--- src/rtl/mc_pkg.sv ---
// Shared types and encodings for the multicycle control unit.
//   state_t        : controller FSM states
//   OP_*           : opcode values (zero-extended to OP_W at use)
//   ALU_*          : ALU function codes (zero-extended to FN_W at use)
//   SRCB_/PCSRC_/DST_* : datapath mux select encodings
//   FAULT_*        : fault_code values
package mc_pkg;

  typedef enum logic [4:0] {
    ST_IDLE,
    ST_FETCH,
    ST_DECODE,
    ST_EXEC_R,
    ST_WB_R,
    ST_EXEC_I,
    ST_WB_I,
    ST_MEM_ADDR,
    ST_MEM_RD,
    ST_MEM_WB,
    ST_MEM_WR,
    ST_BR_ADDR,
    ST_BR_CMP,
    ST_JUMP,
    ST_JAL_EX,
    ST_JAL_WB,
    ST_FAULT
  } state_t;

  localparam logic [5:0] OP_R    = 6'h00;
  localparam logic [5:0] OP_J    = 6'h02;
  localparam logic [5:0] OP_JAL  = 6'h03;
  localparam logic [5:0] OP_BEQ  = 6'h04;
  localparam logic [5:0] OP_BNE  = 6'h05;
  localparam logic [5:0] OP_ADDI = 6'h08;
  localparam logic [5:0] OP_XORI = 6'h0E;
  localparam logic [5:0] OP_LW   = 6'h23;
  localparam logic [5:0] OP_SW   = 6'h2B;

  localparam logic [5:0] ALU_ADD = 6'h20;
  localparam logic [5:0] ALU_SUB = 6'h22;
  localparam logic [5:0] ALU_XOR = 6'h26;

  localparam logic [1:0] SRCB_ONE = 2'd0;
  localparam logic [1:0] SRCB_B   = 2'd1;
  localparam logic [1:0] SRCB_IMM = 2'd2;

  localparam logic [1:0] PCSRC_CONCAT = 2'd0;
  localparam logic [1:0] PCSRC_ALU    = 2'd1;
  localparam logic [1:0] PCSRC_ALUREG = 2'd2;

  localparam logic [1:0] DST_RT = 2'd0;
  localparam logic [1:0] DST_RD = 2'd1;
  localparam logic [1:0] DST_RA = 2'd2;

  localparam logic [1:0] FAULT_NONE    = 2'd0;
  localparam logic [1:0] FAULT_TIMEOUT = 2'd1;
  localparam logic [1:0] FAULT_ILLEGAL = 2'd2;

  // States that stall on the memory handshake and feed the watchdog.
  function automatic logic is_wait_state(input state_t s);
    return (s == ST_FETCH) || (s == ST_MEM_RD) || (s == ST_MEM_WR);
  endfunction

endpackage

--- src/rtl/mc_control_if.sv ---
// Controller <-> datapath bundle.
//   master : controller side (takes IR fields/flags/mem_ready, drives enables,
//            selects, ALU_OP and the fault/retired status)
//   slave  : datapath/memory side
interface mc_control_if #(
  parameter int unsigned OP_W  = 6,
  parameter int unsigned FN_W  = 6,
  parameter int unsigned CNT_W = 32
);
  logic [OP_W-1:0]  opcode;
  logic [FN_W-1:0]  funct;
  logic             zeroflag;
  logic             mem_ready;

  logic             PC_WE;
  logic             IR_WE;
  logic             MEM_WE;
  logic             MEM_IN;
  logic             ALU_SRCA;
  logic             REG_WE;
  logic             REG_IN;
  logic             CONCAT_WE;
  logic             SE_WE;
  logic [1:0]       ALU_SRCB;
  logic [1:0]       PC_SRC;
  logic [1:0]       DST;
  logic [FN_W-1:0]  ALU_OP;
  logic             fault;
  logic [1:0]       fault_code;
  logic [CNT_W-1:0] retired;

  modport master (
    input  opcode, funct, zeroflag, mem_ready,
    output PC_WE, IR_WE, MEM_WE, MEM_IN, ALU_SRCA, REG_WE, REG_IN,
           CONCAT_WE, SE_WE, ALU_SRCB, PC_SRC, DST, ALU_OP,
           fault, fault_code, retired
  );

  modport slave (
    output opcode, funct, zeroflag, mem_ready,
    input  PC_WE, IR_WE, MEM_WE, MEM_IN, ALU_SRCA, REG_WE, REG_IN,
           CONCAT_WE, SE_WE, ALU_SRCB, PC_SRC, DST, ALU_OP,
           fault, fault_code, retired
  );
endinterface

--- src/rtl/mc_watchdog.sv ---
// Memory-handshake watchdog.
//   clk, rst_n : clock, async active-low reset
//   wait_c     : this cycle is a stalled memory cycle
//   expire_c   : this stalled cycle is the TIMEOUT-th in a row (0 disables)
module mc_watchdog #(
  parameter int unsigned TIMEOUT = 16
) (
  input  logic clk,
  input  logic rst_n,
  input  logic wait_c,
  output logic expire_c
);

  localparam int unsigned W = (TIMEOUT > 1) ? $clog2(TIMEOUT) : 1;
  localparam logic [W-1:0] LAST = W'((TIMEOUT > 0) ? (TIMEOUT - 1) : 0);

  // Completed stalled cycles so far; the current one is cnt + 1.
  logic [W-1:0] cnt;

  assign expire_c = (TIMEOUT != 0) && wait_c && (cnt == LAST);

  // Consecutive-stall counter; any non-stalled cycle clears it.
  always_ff @(posedge clk or negedge rst_n) begin
    if (!rst_n) begin
      cnt <= '0;
    end else if (wait_c && !expire_c) begin
      cnt <= cnt + W'(1);
    end else begin
      cnt <= '0;
    end
  end

endmodule

--- src/rtl/mc_control.sv ---
// Multicycle control unit for the single-memory MIPS-subset core.
//   clk, rst_n : clock, async active-low reset
//   bus        : IR opcode/funct, zeroflag, mem_ready in; all datapath enables,
//                mux selects, ALU_OP, sticky fault/fault_code and retired out
// Enables and selects are decoded from state; PC_WE/IR_WE in FETCH and PC_WE
// in BR_CMP additionally follow mem_ready / zeroflag.
module mc_control
  import mc_pkg::*;
#(
  parameter int unsigned OP_W    = 6,
  parameter int unsigned FN_W    = 6,
  parameter int unsigned CNT_W   = 32,
  parameter int unsigned TIMEOUT = 16
) (
  input  logic         clk,
  input  logic         rst_n,
  mc_control_if.master bus
);

  state_t           state;
  state_t           state_next;
  logic             wait_c;
  logic             expire_c;
  logic [1:0]       fault_set_c;
  logic [1:0]       fault_code_q;
  logic [CNT_W-1:0] retired_q;

  logic is_r, is_j, is_jal, is_beq, is_bne, is_addi, is_xori, is_lw, is_sw;

  assign is_r    = (bus.opcode == OP_W'(OP_R));
  assign is_j    = (bus.opcode == OP_W'(OP_J));
  assign is_jal  = (bus.opcode == OP_W'(OP_JAL));
  assign is_beq  = (bus.opcode == OP_W'(OP_BEQ));
  assign is_bne  = (bus.opcode == OP_W'(OP_BNE));
  assign is_addi = (bus.opcode == OP_W'(OP_ADDI));
  assign is_xori = (bus.opcode == OP_W'(OP_XORI));
  assign is_lw   = (bus.opcode == OP_W'(OP_LW));
  assign is_sw   = (bus.opcode == OP_W'(OP_SW));

  assign wait_c = is_wait_state(state) && !bus.mem_ready;

  mc_watchdog #(.TIMEOUT(TIMEOUT)) u_watchdog (
    .clk      (clk),
    .rst_n    (rst_n),
    .wait_c   (wait_c),
    .expire_c (expire_c)
  );

  // State register.
  always_ff @(posedge clk or negedge rst_n) begin
    if (!rst_n) state <= ST_IDLE;
    else        state <= state_next;
  end

  // Next state and Moore-decoded datapath controls.
  always_comb begin
    state_next    = state;
    fault_set_c   = FAULT_NONE;
    bus.PC_WE     = 1'b0;
    bus.IR_WE     = 1'b0;
    bus.MEM_WE    = 1'b0;
    bus.MEM_IN    = 1'b0;
    bus.ALU_SRCA  = 1'b0;
    bus.REG_WE    = 1'b0;
    bus.REG_IN    = 1'b0;
    bus.CONCAT_WE = 1'b0;
    bus.SE_WE     = 1'b0;
    bus.ALU_SRCB  = SRCB_ONE;
    bus.PC_SRC    = PCSRC_CONCAT;
    bus.DST       = DST_RT;
    bus.ALU_OP    = '0;
    bus.fault     = 1'b0;

    case (state)
      ST_IDLE: state_next = ST_FETCH;
      ST_FETCH: begin
        bus.MEM_IN   = 1'b1;
        bus.ALU_SRCA = 1'b1;
        bus.ALU_SRCB = SRCB_ONE;
        bus.ALU_OP   = FN_W'(ALU_ADD);
        bus.PC_SRC   = PCSRC_ALU;
        bus.IR_WE    = bus.mem_ready;
        bus.PC_WE    = bus.mem_ready;
        if (bus.mem_ready) state_next = ST_DECODE;
      end
      ST_DECODE: begin
        bus.CONCAT_WE = 1'b1;
        bus.SE_WE     = 1'b1;
        if (is_r)                    state_next = ST_EXEC_R;
        else if (is_addi || is_xori) state_next = ST_EXEC_I;
        else if (is_lw || is_sw)     state_next = ST_MEM_ADDR;
        else if (is_beq || is_bne)   state_next = ST_BR_ADDR;
        else if (is_j)               state_next = ST_JUMP;
        else if (is_jal)             state_next = ST_JAL_EX;
        else begin
          state_next  = ST_FAULT;
          fault_set_c = FAULT_ILLEGAL;
        end
      end
      ST_EXEC_R: begin
        bus.ALU_SRCB = SRCB_B;
        bus.ALU_OP   = bus.funct;
        state_next   = ST_WB_R;
      end
      ST_WB_R: begin
        bus.DST    = DST_RD;
        bus.REG_WE = 1'b1;
        state_next = ST_FETCH;
      end
      ST_EXEC_I: begin
        bus.ALU_SRCB = SRCB_IMM;
        bus.ALU_OP   = is_xori ? FN_W'(ALU_XOR) : FN_W'(ALU_ADD);
        state_next   = ST_WB_I;
      end
      ST_WB_I: begin
        bus.DST    = DST_RT;
        bus.REG_WE = 1'b1;
        state_next = ST_FETCH;
      end
      ST_MEM_ADDR: begin
        bus.ALU_SRCB = SRCB_IMM;
        bus.ALU_OP   = FN_W'(ALU_ADD);
        state_next   = is_lw ? ST_MEM_RD : ST_MEM_WR;
      end
      ST_MEM_RD: begin
        bus.MEM_IN = 1'b0;
        if (bus.mem_ready) state_next = ST_MEM_WB;
      end
      ST_MEM_WB: begin
        bus.REG_IN = 1'b1;
        bus.DST    = DST_RT;
        bus.REG_WE = 1'b1;
        state_next = ST_FETCH;
      end
      ST_MEM_WR: begin
        bus.MEM_WE = 1'b1;
        if (bus.mem_ready) state_next = ST_FETCH;
      end
      ST_BR_ADDR: begin
        bus.ALU_SRCA = 1'b1;
        bus.ALU_SRCB = SRCB_IMM;
        bus.ALU_OP   = FN_W'(ALU_ADD);
        state_next   = ST_BR_CMP;
      end
      ST_BR_CMP: begin
        bus.ALU_SRCB = SRCB_B;
        bus.ALU_OP   = FN_W'(ALU_SUB);
        bus.PC_SRC   = PCSRC_ALUREG;
        bus.PC_WE    = is_beq ? bus.zeroflag : !bus.zeroflag;
        state_next   = ST_FETCH;
      end
      ST_JUMP: begin
        bus.PC_SRC = PCSRC_CONCAT;
        bus.PC_WE  = 1'b1;
        state_next = ST_FETCH;
      end
      ST_JAL_EX: begin
        bus.ALU_SRCA = 1'b1;
        bus.ALU_SRCB = SRCB_ONE;
        bus.ALU_OP   = FN_W'(ALU_ADD);
        state_next   = ST_JAL_WB;
      end
      ST_JAL_WB: begin
        bus.DST    = DST_RA;
        bus.REG_WE = 1'b1;
        state_next = ST_JUMP;
      end
      ST_FAULT: bus.fault = 1'b1;
      default:  state_next = ST_IDLE;
    endcase

    // Watchdog expiry overrides the stall and suppresses every write enable.
    if (expire_c) begin
      state_next  = ST_FAULT;
      fault_set_c = FAULT_TIMEOUT;
      bus.PC_WE   = 1'b0;
      bus.IR_WE   = 1'b0;
      bus.MEM_WE  = 1'b0;
    end
  end

  // Sticky fault cause, captured on entry to FAULT.
  always_ff @(posedge clk or negedge rst_n) begin
    if (!rst_n)                         fault_code_q <= FAULT_NONE;
    else if (fault_set_c != FAULT_NONE) fault_code_q <= fault_set_c;
  end

  // Retired count: every return to FETCH except the first one out of IDLE.
  always_ff @(posedge clk or negedge rst_n) begin
    if (!rst_n) begin
      retired_q <= '0;
    end else if (state_next == ST_FETCH && state != ST_IDLE && state != ST_FETCH) begin
      retired_q <= retired_q + CNT_W'(1);
    end
  end

  assign bus.fault_code = fault_code_q;
  assign bus.retired    = retired_q;

endmodule

--- src/flat_wrapper.sv ---
// flat-port wrapper written by rule: the top's interface ports become plain ports
module mc_control_flat import mc_pkg::*;
#(
  parameter int unsigned OP_W    = 6,
  parameter int unsigned FN_W    = 6,
  parameter int unsigned CNT_W   = 32,
  parameter int unsigned TIMEOUT = 16
)
  (clk, rst_n, bus_opcode, bus_funct, bus_zeroflag, bus_mem_ready, bus_PC_WE, bus_IR_WE, bus_MEM_WE, bus_MEM_IN, bus_ALU_SRCA, bus_REG_WE, bus_REG_IN, bus_CONCAT_WE, bus_SE_WE, bus_ALU_SRCB, bus_PC_SRC, bus_DST, bus_ALU_OP, bus_fault, bus_fault_code, bus_retired);
  mc_control_if #(.OP_W(OP_W), .FN_W(FN_W), .CNT_W(CNT_W)) bus_i ();
  input  logic clk;
  input  logic rst_n;
  input wire logic [$bits(bus_i.opcode)-1:0] bus_opcode;
  input wire logic [$bits(bus_i.funct)-1:0] bus_funct;
  input wire logic [$bits(bus_i.zeroflag)-1:0] bus_zeroflag;
  input wire logic [$bits(bus_i.mem_ready)-1:0] bus_mem_ready;
  output wire logic [$bits(bus_i.PC_WE)-1:0] bus_PC_WE;
  output wire logic [$bits(bus_i.IR_WE)-1:0] bus_IR_WE;
  output wire logic [$bits(bus_i.MEM_WE)-1:0] bus_MEM_WE;
  output wire logic [$bits(bus_i.MEM_IN)-1:0] bus_MEM_IN;
  output wire logic [$bits(bus_i.ALU_SRCA)-1:0] bus_ALU_SRCA;
  output wire logic [$bits(bus_i.REG_WE)-1:0] bus_REG_WE;
  output wire logic [$bits(bus_i.REG_IN)-1:0] bus_REG_IN;
  output wire logic [$bits(bus_i.CONCAT_WE)-1:0] bus_CONCAT_WE;
  output wire logic [$bits(bus_i.SE_WE)-1:0] bus_SE_WE;
  output wire logic [$bits(bus_i.ALU_SRCB)-1:0] bus_ALU_SRCB;
  output wire logic [$bits(bus_i.PC_SRC)-1:0] bus_PC_SRC;
  output wire logic [$bits(bus_i.DST)-1:0] bus_DST;
  output wire logic [$bits(bus_i.ALU_OP)-1:0] bus_ALU_OP;
  output wire logic [$bits(bus_i.fault)-1:0] bus_fault;
  output wire logic [$bits(bus_i.fault_code)-1:0] bus_fault_code;
  output wire logic [$bits(bus_i.retired)-1:0] bus_retired;
  assign bus_i.opcode = bus_opcode;
  assign bus_i.funct = bus_funct;
  assign bus_i.zeroflag = bus_zeroflag;
  assign bus_i.mem_ready = bus_mem_ready;
  assign bus_PC_WE = bus_i.PC_WE;
  assign bus_IR_WE = bus_i.IR_WE;
  assign bus_MEM_WE = bus_i.MEM_WE;
  assign bus_MEM_IN = bus_i.MEM_IN;
  assign bus_ALU_SRCA = bus_i.ALU_SRCA;
  assign bus_REG_WE = bus_i.REG_WE;
  assign bus_REG_IN = bus_i.REG_IN;
  assign bus_CONCAT_WE = bus_i.CONCAT_WE;
  assign bus_SE_WE = bus_i.SE_WE;
  assign bus_ALU_SRCB = bus_i.ALU_SRCB;
  assign bus_PC_SRC = bus_i.PC_SRC;
  assign bus_DST = bus_i.DST;
  assign bus_ALU_OP = bus_i.ALU_OP;
  assign bus_fault = bus_i.fault;
  assign bus_fault_code = bus_i.fault_code;
  assign bus_retired = bus_i.retired;
  mc_control #(.OP_W(OP_W), .FN_W(FN_W), .CNT_W(CNT_W), .TIMEOUT(TIMEOUT)) u_core (.clk(clk), .rst_n(rst_n), .bus(bus_i));
endmodule
--- config.mk ---
export PLATFORM = sky130hd
export DESIGN_NAME = mc_control_flat
export DESIGN_NICKNAME = d
export VERILOG_FILES = /design/src/rtl/mc_pkg.sv /design/src/rtl/mc_control_if.sv /design/src/rtl/mc_watchdog.sv /design/src/rtl/mc_control.sv /design/src/flat_wrapper.sv
export SDC_FILE = /design/constraint.sdc
export NUM_CORES = 1
export LEC_CHECK = 0
export ABC_AREA = 1
export BUFFER_PORTS_ARGS = -buffer_cell sky130_fd_sc_hd__buf_2
export CORE_ASPECT_RATIO = 1.1
export CORE_MARGIN = 4
export CORE_UTILIZATION = 59
export CTS_CLUSTER_SIZE = 16
export DETAILED_ROUTE_END_ITERATION = 10
export PLACE_DENSITY = 0.86
export SETUP_SLACK_MARGIN = 0.3
export SYNTH_ARGS = -nofsm -noshare
export SYNTH_HDL_FRONTEND = slang
export SYNTH_SLANG_ARGS = --single-unit
--- constraint.sdc ---
create_clock -name clk -period 5.6 [get_ports clk]
set_input_delay 0.56 -clock clk [delete_from_list [all_inputs] [get_ports clk]]
set_output_delay 0.56 -clock clk [all_outputs]
set_load 0.01 [all_outputs]
==> run_results.csv, run 1 <==
group,metric,value,unit
synth,seq_area_frac_synth,0.327,
pwr,seqPwrFrac,0.279,
critical_path,r2r-start,"u_core.state[2]",
clock_tree,cts_tree,"yes",
pwr,vdd.ir_drop.worst,0.000302,V
detailed_routing,wl_per_cell,13.7,µm
clock_tree,htreeDepth,2,
run,cap_violations,0,
critical_path,cp.required,5040,ps
detailed_routing,routed_wl,8.69,mm
timing,max_freq,0.306,GHz
floorplanning,die_y,86.3,µm
floorplanning,floorplan.initialDensity,0.610,
cells_and_area,drive_gt1_frac,0.185,
detailed_routing,dr.pass1.iters,8,
synth,async_flop_share,1.00,
place,place.gp.congestion,0.950,
synth,synth_edf_count,0,
critical_path,crit_top_cell,"inv_1",
critical_path,crit_arrival,2700,ps
clock_tree,ctsResizeCount,0,
synth,yosysWarningCount,0,
pwr,p_leak,2.09,nW
pwr,p_sw,763,µW
grt,grt.total_usage,0.265,
synth,syn_avg_cell_area,6.66,µm²
floorplanning,io_pins,72,
clock_tree,cts-buffers-inserted,5,
detailed_routing,vias_per_cell,5.57,
pwr,clkPwrFrac,0.139,
timing,slew_headroom,0.232,
grt,grt-ovfl-total,0,
clock_tree,cts-root-buf,"clkbuf_8",
clock_tree,clk_latency,300,ps
floorplanning,core-area,5400,µm²
detailed_routing,drc_errors,0,
timing,rsz0062_at_grt,"no",
critical_path,critPathLaunchType,"flop",
grt,antenna_found_initial,0,
grt,grt_pass1_vias,3302,
detailed_routing,antenna_left,0,
pwr,power_density,373,nW/µm²
worst_hold_path,hold_class,"in -> async",
pwr,comb_power_share,0.582,
detailed_routing,drt_iter0_drc,244,
critical_path,endpoint_kind,"primary output",
synth,ys_types,32,
critical_path,crit_fanout,32,
detailed_routing,dr_total_vias,3526,
synth,syn_nets,512,
timing,clock_skew,7.93,ps
timing,maxSlewViolCount,0,
timing,setup_viol,0,
critical_path,critical_path_class,"reg -> out",
cells_and_area,layout_common_cells,"nand2_1 (156), buf_2 (71), nor2_1 (54), inv_1 (53), nand4_1 (46)",
timing,tightest_slew,1150,ps
floorplanning,rows,28,
clock_tree,cts_setup_buffers,0,
clock_tree,cts_hold_buf,0,
clock_tree,path_clk_slew,80,ps
synth,synthesis.area,3290,µm²
critical_path,cp-startpoint,"u_core.state[2]",
timing,fin_crit,3260,ps
timing,fin_crit_sh,0.583,
outcome,status,"finished clean",
critical_path,path_cells,"inv_1 > nand2_4 > nor2_4 > inv_1 > o21ai_0 > nor3_1 > nand3_1 > buf_2",
pwr,p_int,627,µW
cells_and_area,fin_nets,575,
place,placement.io_buffers,71,
pwr,p_sw_frac,0.549,
grt,grt_pass1_wl,14.7,mm
floorplanning,dieWidth,79.2,µm
grt,grt_max_degree,44,
critical_path,critPathMaxStageDelay,780,ps
clock_tree,clock-sinks,43,
cells_and_area,final_common_cell,"nand2_1",
place,hpwl,6.64,mm
cells_and_area,area_growth_syn_to_layout,13.2,%
clock_tree,cts.path.max_buffers,2,
timing,finalHoldViolCount,0,
synth,synthFlopType,"dfrtp_1",
cells_and_area,antenna_cells,0,
floorplanning,die-area,6840,µm²
synth,netlist_instances,494,
timing,final.setup.tns,0,ps
cells_and_area,utilization,0.690,
critical_path,slowest_stage,"inv_1",
synth,postSynthRegisterBits,43,
## Yosys cell counts, types with 2 or more instances
cell / number / area share
and2_1: 2 / 0.0038
ha_1: 2 / 0.0076
nor2_4: 6 / 0.021
nor3_1: 20 / 0.030
dfrtp_1: 43 / 0.33
nand3_1: 38 / 0.058
nor2_1: 54 / 0.062
buf_2: 6 / 0.0091
inv_2: 7 / 0.0080
nand3b_1: 3 / 0.0068
clkinv_1: 2 / 0.0023
xor2_1: 15 / 0.040
nand4_1: 46 / 0.087
nand2_2: 3 / 0.0057
o211ai_1: 2 / 0.0046
a21oi_1: 4 / 0.0061
buf_4: 4 / 0.0091
xnor2_1: 9 / 0.024
clkbuf_1: 2 / 0.0023
nand2_1: 156 / 0.18
o21ai_0: 2 / 0.0030
inv_1: 53 / 0.060
buf_6: 3 / 0.010
nor2_2: 4 / 0.0076
## cell families after synthesis
family	Yosys count	synth area share
AO/OA/AOI/OAI	11	0.0240
XOR/XNOR	24	0.0639
buffers and inverters	77	0.102
flip-flops	43	0.327
AND/OR/NAND/NOR	337	0.476
adder cells (fa/ha/maj)	2	0.00760
## critical path: cells and delay by family (launching register included)
| kind | cells | cell delay, ps |
|---|---|---|
| buffers and inverters | 3 | 1080 |
| DFF | 1 | 530 |
| and+or+nand+nor | 4 | 500 |
| AOI/OAI and AO/OA | 1 | 300 |
## stage by stage
stage	worst slack, ps	hold WS, ps	cells	total power [mW]	area [µm²]
2_1_floorplan	3410	264	494	1.09	3290
3_3_place_gp	2720	450	625	1.17	3640
3_5_place_dp	2630	460	625	1.19	3640
4_1_cts	2400	431	633	1.39	3720
5_1_grt	2110	467	633	1.50	3720
6_report	2340	396	633	1.39	3720
## flip-flops by register name, indices dropped and copies added (netlist names)
signal and count:
u_core.bus.fault_code 2, u_core.bus.retired 32, u_core.state 5, u_core.u_watchdog.cnt 4
## per-layer routing
layer,GRT usage,up-vias,part of all wire
li1,-,1734,-
met1,0.313,1603,0.40
met2,0.475,161,0.51
met3,0.0426,28,0.063
met4,0.116,0,0.029
met5,0,-,0
## worst paths after layout
kind	cells past startpoint	endpoint	slack [ps]
max in group asynchronous	1	u_core.bus.fault_code[1]	4620
worst min-delay path	1	u_core.u_watchdog.cnt[3]	400
worst max register to register	11	u_core.bus.retired[14]	2890
worst max-delay path	8	bus_ALU_OP[5]	2340
min in group clk	1	u_core.u_watchdog.cnt[0]	470
worst min register to register	1	u_core.u_watchdog.cnt[0]	470
## power by group through the flow
stage | clock network, mW | registers [mW] | logic [mW]
floorplan | 0 | 0.385 | 0.701
global placement | 0 | 0.392 | 0.781
global route | 0.209 | 0.395 | 0.901
detailed placement | 0 | 0.393 | 0.801
finish | 0.193 | 0.388 | 0.808
CTS | 0.198 | 0.387 | 0.805
## cell type report
type / count / area (µm²)
clock buffer: 6 / 72.6
clock inverter: 2 / 12.5
inverter: 62 / 233
fill: 492 / 1670
sequential: 43 / 1080
timing repair buffer: 71 / 355
multi-input combinational: 374 / 1880
tap: 75 / 93.8
Power figures use the tool's default switching activity.
==> run 2: changes to the inputs <==
- CORE_UTILIZATION: 59 -> 55
- PLACE_DENSITY: 0.86 -> 0.81
- clock period: 5.6 -> 3.1 ns (I/O delays scaled with it)
==> run 2 against run 1 <==
  * First-iteration DRC count decreased by 23%
  * Cell area is 1.6% higher
  * Sequential share of layout area shrank 0.47 points
  * Clock skew fell by 3.6 ps
  * Register-to-register slack worse by 2000 ps
  * Flip-flop and latch count unchanged
  * Total power grew 98%
  * Critical path type unchanged
  * Largest power group unchanged
  * Highest routed layer unchanged
==> run_results.csv, run 2 (same netlist as run 1, synthesis figures left out) <==
group,metric,value,unit
outcome,status,"finished clean",
timing,tightest_slew,967,ps
pwr,p_leak,2.13,nW
pwr,vdd.ir_drop.worst,0.000456,V
clock_tree,cts_hold_buf,0,
detailed_routing,dr_total_vias,3525,
critical_path,critical_path_class,"reg -> out",
clock_tree,htreeDepth,2,
floorplanning,die-area,7290,µm²
critical_path,path_cells,"nor2_4 > nand2_4 > nor2_4 > clkinvlp_4 > o21ai_0 > nor3_1 > nand3_1 > buf_2",
pwr,p_sw,1.46,mW
timing,clock_skew,4.33,ps
timing,setup_viol,0,
floorplanning,die_y,89.1,µm
clock_tree,cts-buffers-inserted,5,
cells_and_area,antenna_cells,0,
grt,antenna_found_initial,0,
critical_path,r2r_setup_slack,870,ps
grt,grt_pass1_wl,14.8,mm
detailed_routing,vias_per_cell,5.53,
critical_path,critPathMaxStageDelay,470,ps
floorplanning,floorplan.initialDensity,0.567,
pwr,clkPwrFrac,0.167,
pwr,p_int,1.29,mW
cells_and_area,area_growth_syn_to_layout,15.0,%
cells_and_area,layout_common_cells,"nand2_1 (156), buf_2 (71), nor2_1 (54), inv_1 (52), nand4_1 (46)",
detailed_routing,antenna_left,0,
critical_path,crit_top_cell,"nor2_4",
pwr,power,2.75,mW
clock_tree,cts_setup_buffers,0,
critical_path,slowest_stage,"dfrtp_1",
critical_path,crit_fanout,16,
detailed_routing,dr.pass1.iters,5,
detailed_routing,wl_per_cell,13.9,µm
grt,grt_pass1_vias,3298,
critical_path,cp.required,2790,ps
cells_and_area,fin_nets,578,
detailed_routing,routed_wl,8.87,mm
timing,fin_crit_sh,0.804,
pwr,comb_power_share,0.576,
critical_path,critPathLaunchType,"flop",
clock_tree,cts_tree,"yes",
place,hpwl,6.68,mm
timing,slew_headroom,0.355,
place,place.gp.congestion,0.941,
clock_tree,cts-root-buf,"clkbuf_8",
grt,grt.total_usage,0.258,
timing,final.setup.tns,0,ps
timing,rsz0062_at_grt,"no",
cells_and_area,drive_gt1_frac,0.193,
detailed_routing,drt_iter0_drc,189,
floorplanning,rows,29,
floorplanning,core-area,5810,µm²
run,cap_violations,0,
grt,grt-ovfl-total,0,
timing,finalHoldViolCount,0,
grt,grt_max_degree,44,
pwr,p_sw_frac,0.532,
worst_hold_path,hold_class,"in -> async",
place,placement.io_buffers,71,
cells_and_area,final_common_cell,"nand2_1",
timing,fin_crit,2490,ps
clock_tree,clk_latency,300,ps
critical_path,crit_arrival,2180,ps
detailed_routing,drc_errors,0,
timing,max_freq,0.401,GHz
clock_tree,clock-sinks,43,
pwr,power_density,726,nW/µm²
critical_path,endpoint_kind,"primary output",
clock_tree,path_clk_slew,80,ps
clock_tree,cts.path.max_buffers,2,
cells_and_area,largest_reg_flops,32,
floorplanning,dieWidth,81.8,µm
timing,maxSlewViolCount,0,
floorplanning,io_pins,72,
clock_tree,ctsResizeCount,0,
pwr,seqPwrFrac,0.257,
-- run 2: worst max-delay path, delay by kind of cell, from the launching register on --
kind                   cells  cell delay (ps)
buffers and inverters      2              500
and+or+nand+nor            5              680
DFF                        1              470
AOI/OAI and AO/OA          1              230
-- run 2: layout make-up --
type | count | area, µm²
clock inverters | 2 | 35.0
clock buffers | 6 | 82.6
well taps | 77 | 96.3
inverters | 62 | 236
fillers | 560 | 2020
repair buffers | 74 | 378
multi-input cells | 374 | 1880
flip-flops and latches | 43 | 1080
-- run 2: per-stage QoR --
step	util	hold WS [ps]	std cells	setup WS [ps]	cell area, µm²
after CTS	0.651	189	638	539	3780
after global routing	0.652	242	638	438	3780
final	0.652	158	638	606	3780
after detailed placement	0.631	464	630	849	3660
after floorplan	-	14.4	494	1160	3290
after global placement	0.631	448	630	902	3660
-- run 2: power groups by stage --
stage                     logic [mW]  clock network, mW  registers, mW
after global placement          1.53                  0          0.712
final                           1.58              0.459          0.706
after CTS                       1.56              0.467          0.704
after floorplan                 1.27                  0          0.696
after global routing            1.74              0.492          0.719
after detailed placement        1.56                  0          0.715
-- run 2: metal layers --
layer	routed length, µm	global-route usage
met4	196	0.0846
met2	4340	0.458
met5	0	0
met1	3620	0.315
met3	708	0.0454
-- run 2: path summary, 6_finish.rpt --
path	startpoint	end	depth (start not counted)
max	u_core.state[4]	bus_ALU_OP[5]	8
max in group asynchronous	rst_n	u_core.state[1]	1
max reg2reg	u_core.state[2]	u_core.bus.retired[22]	10
min reg2reg	u_core.u_watchdog.cnt[0]	u_core.u_watchdog.cnt[0]	1
min in group clk	u_core.u_watchdog.cnt[0]	u_core.u_watchdog.cnt[0]	1
min	rst_n	u_core.bus.retired[20]	1
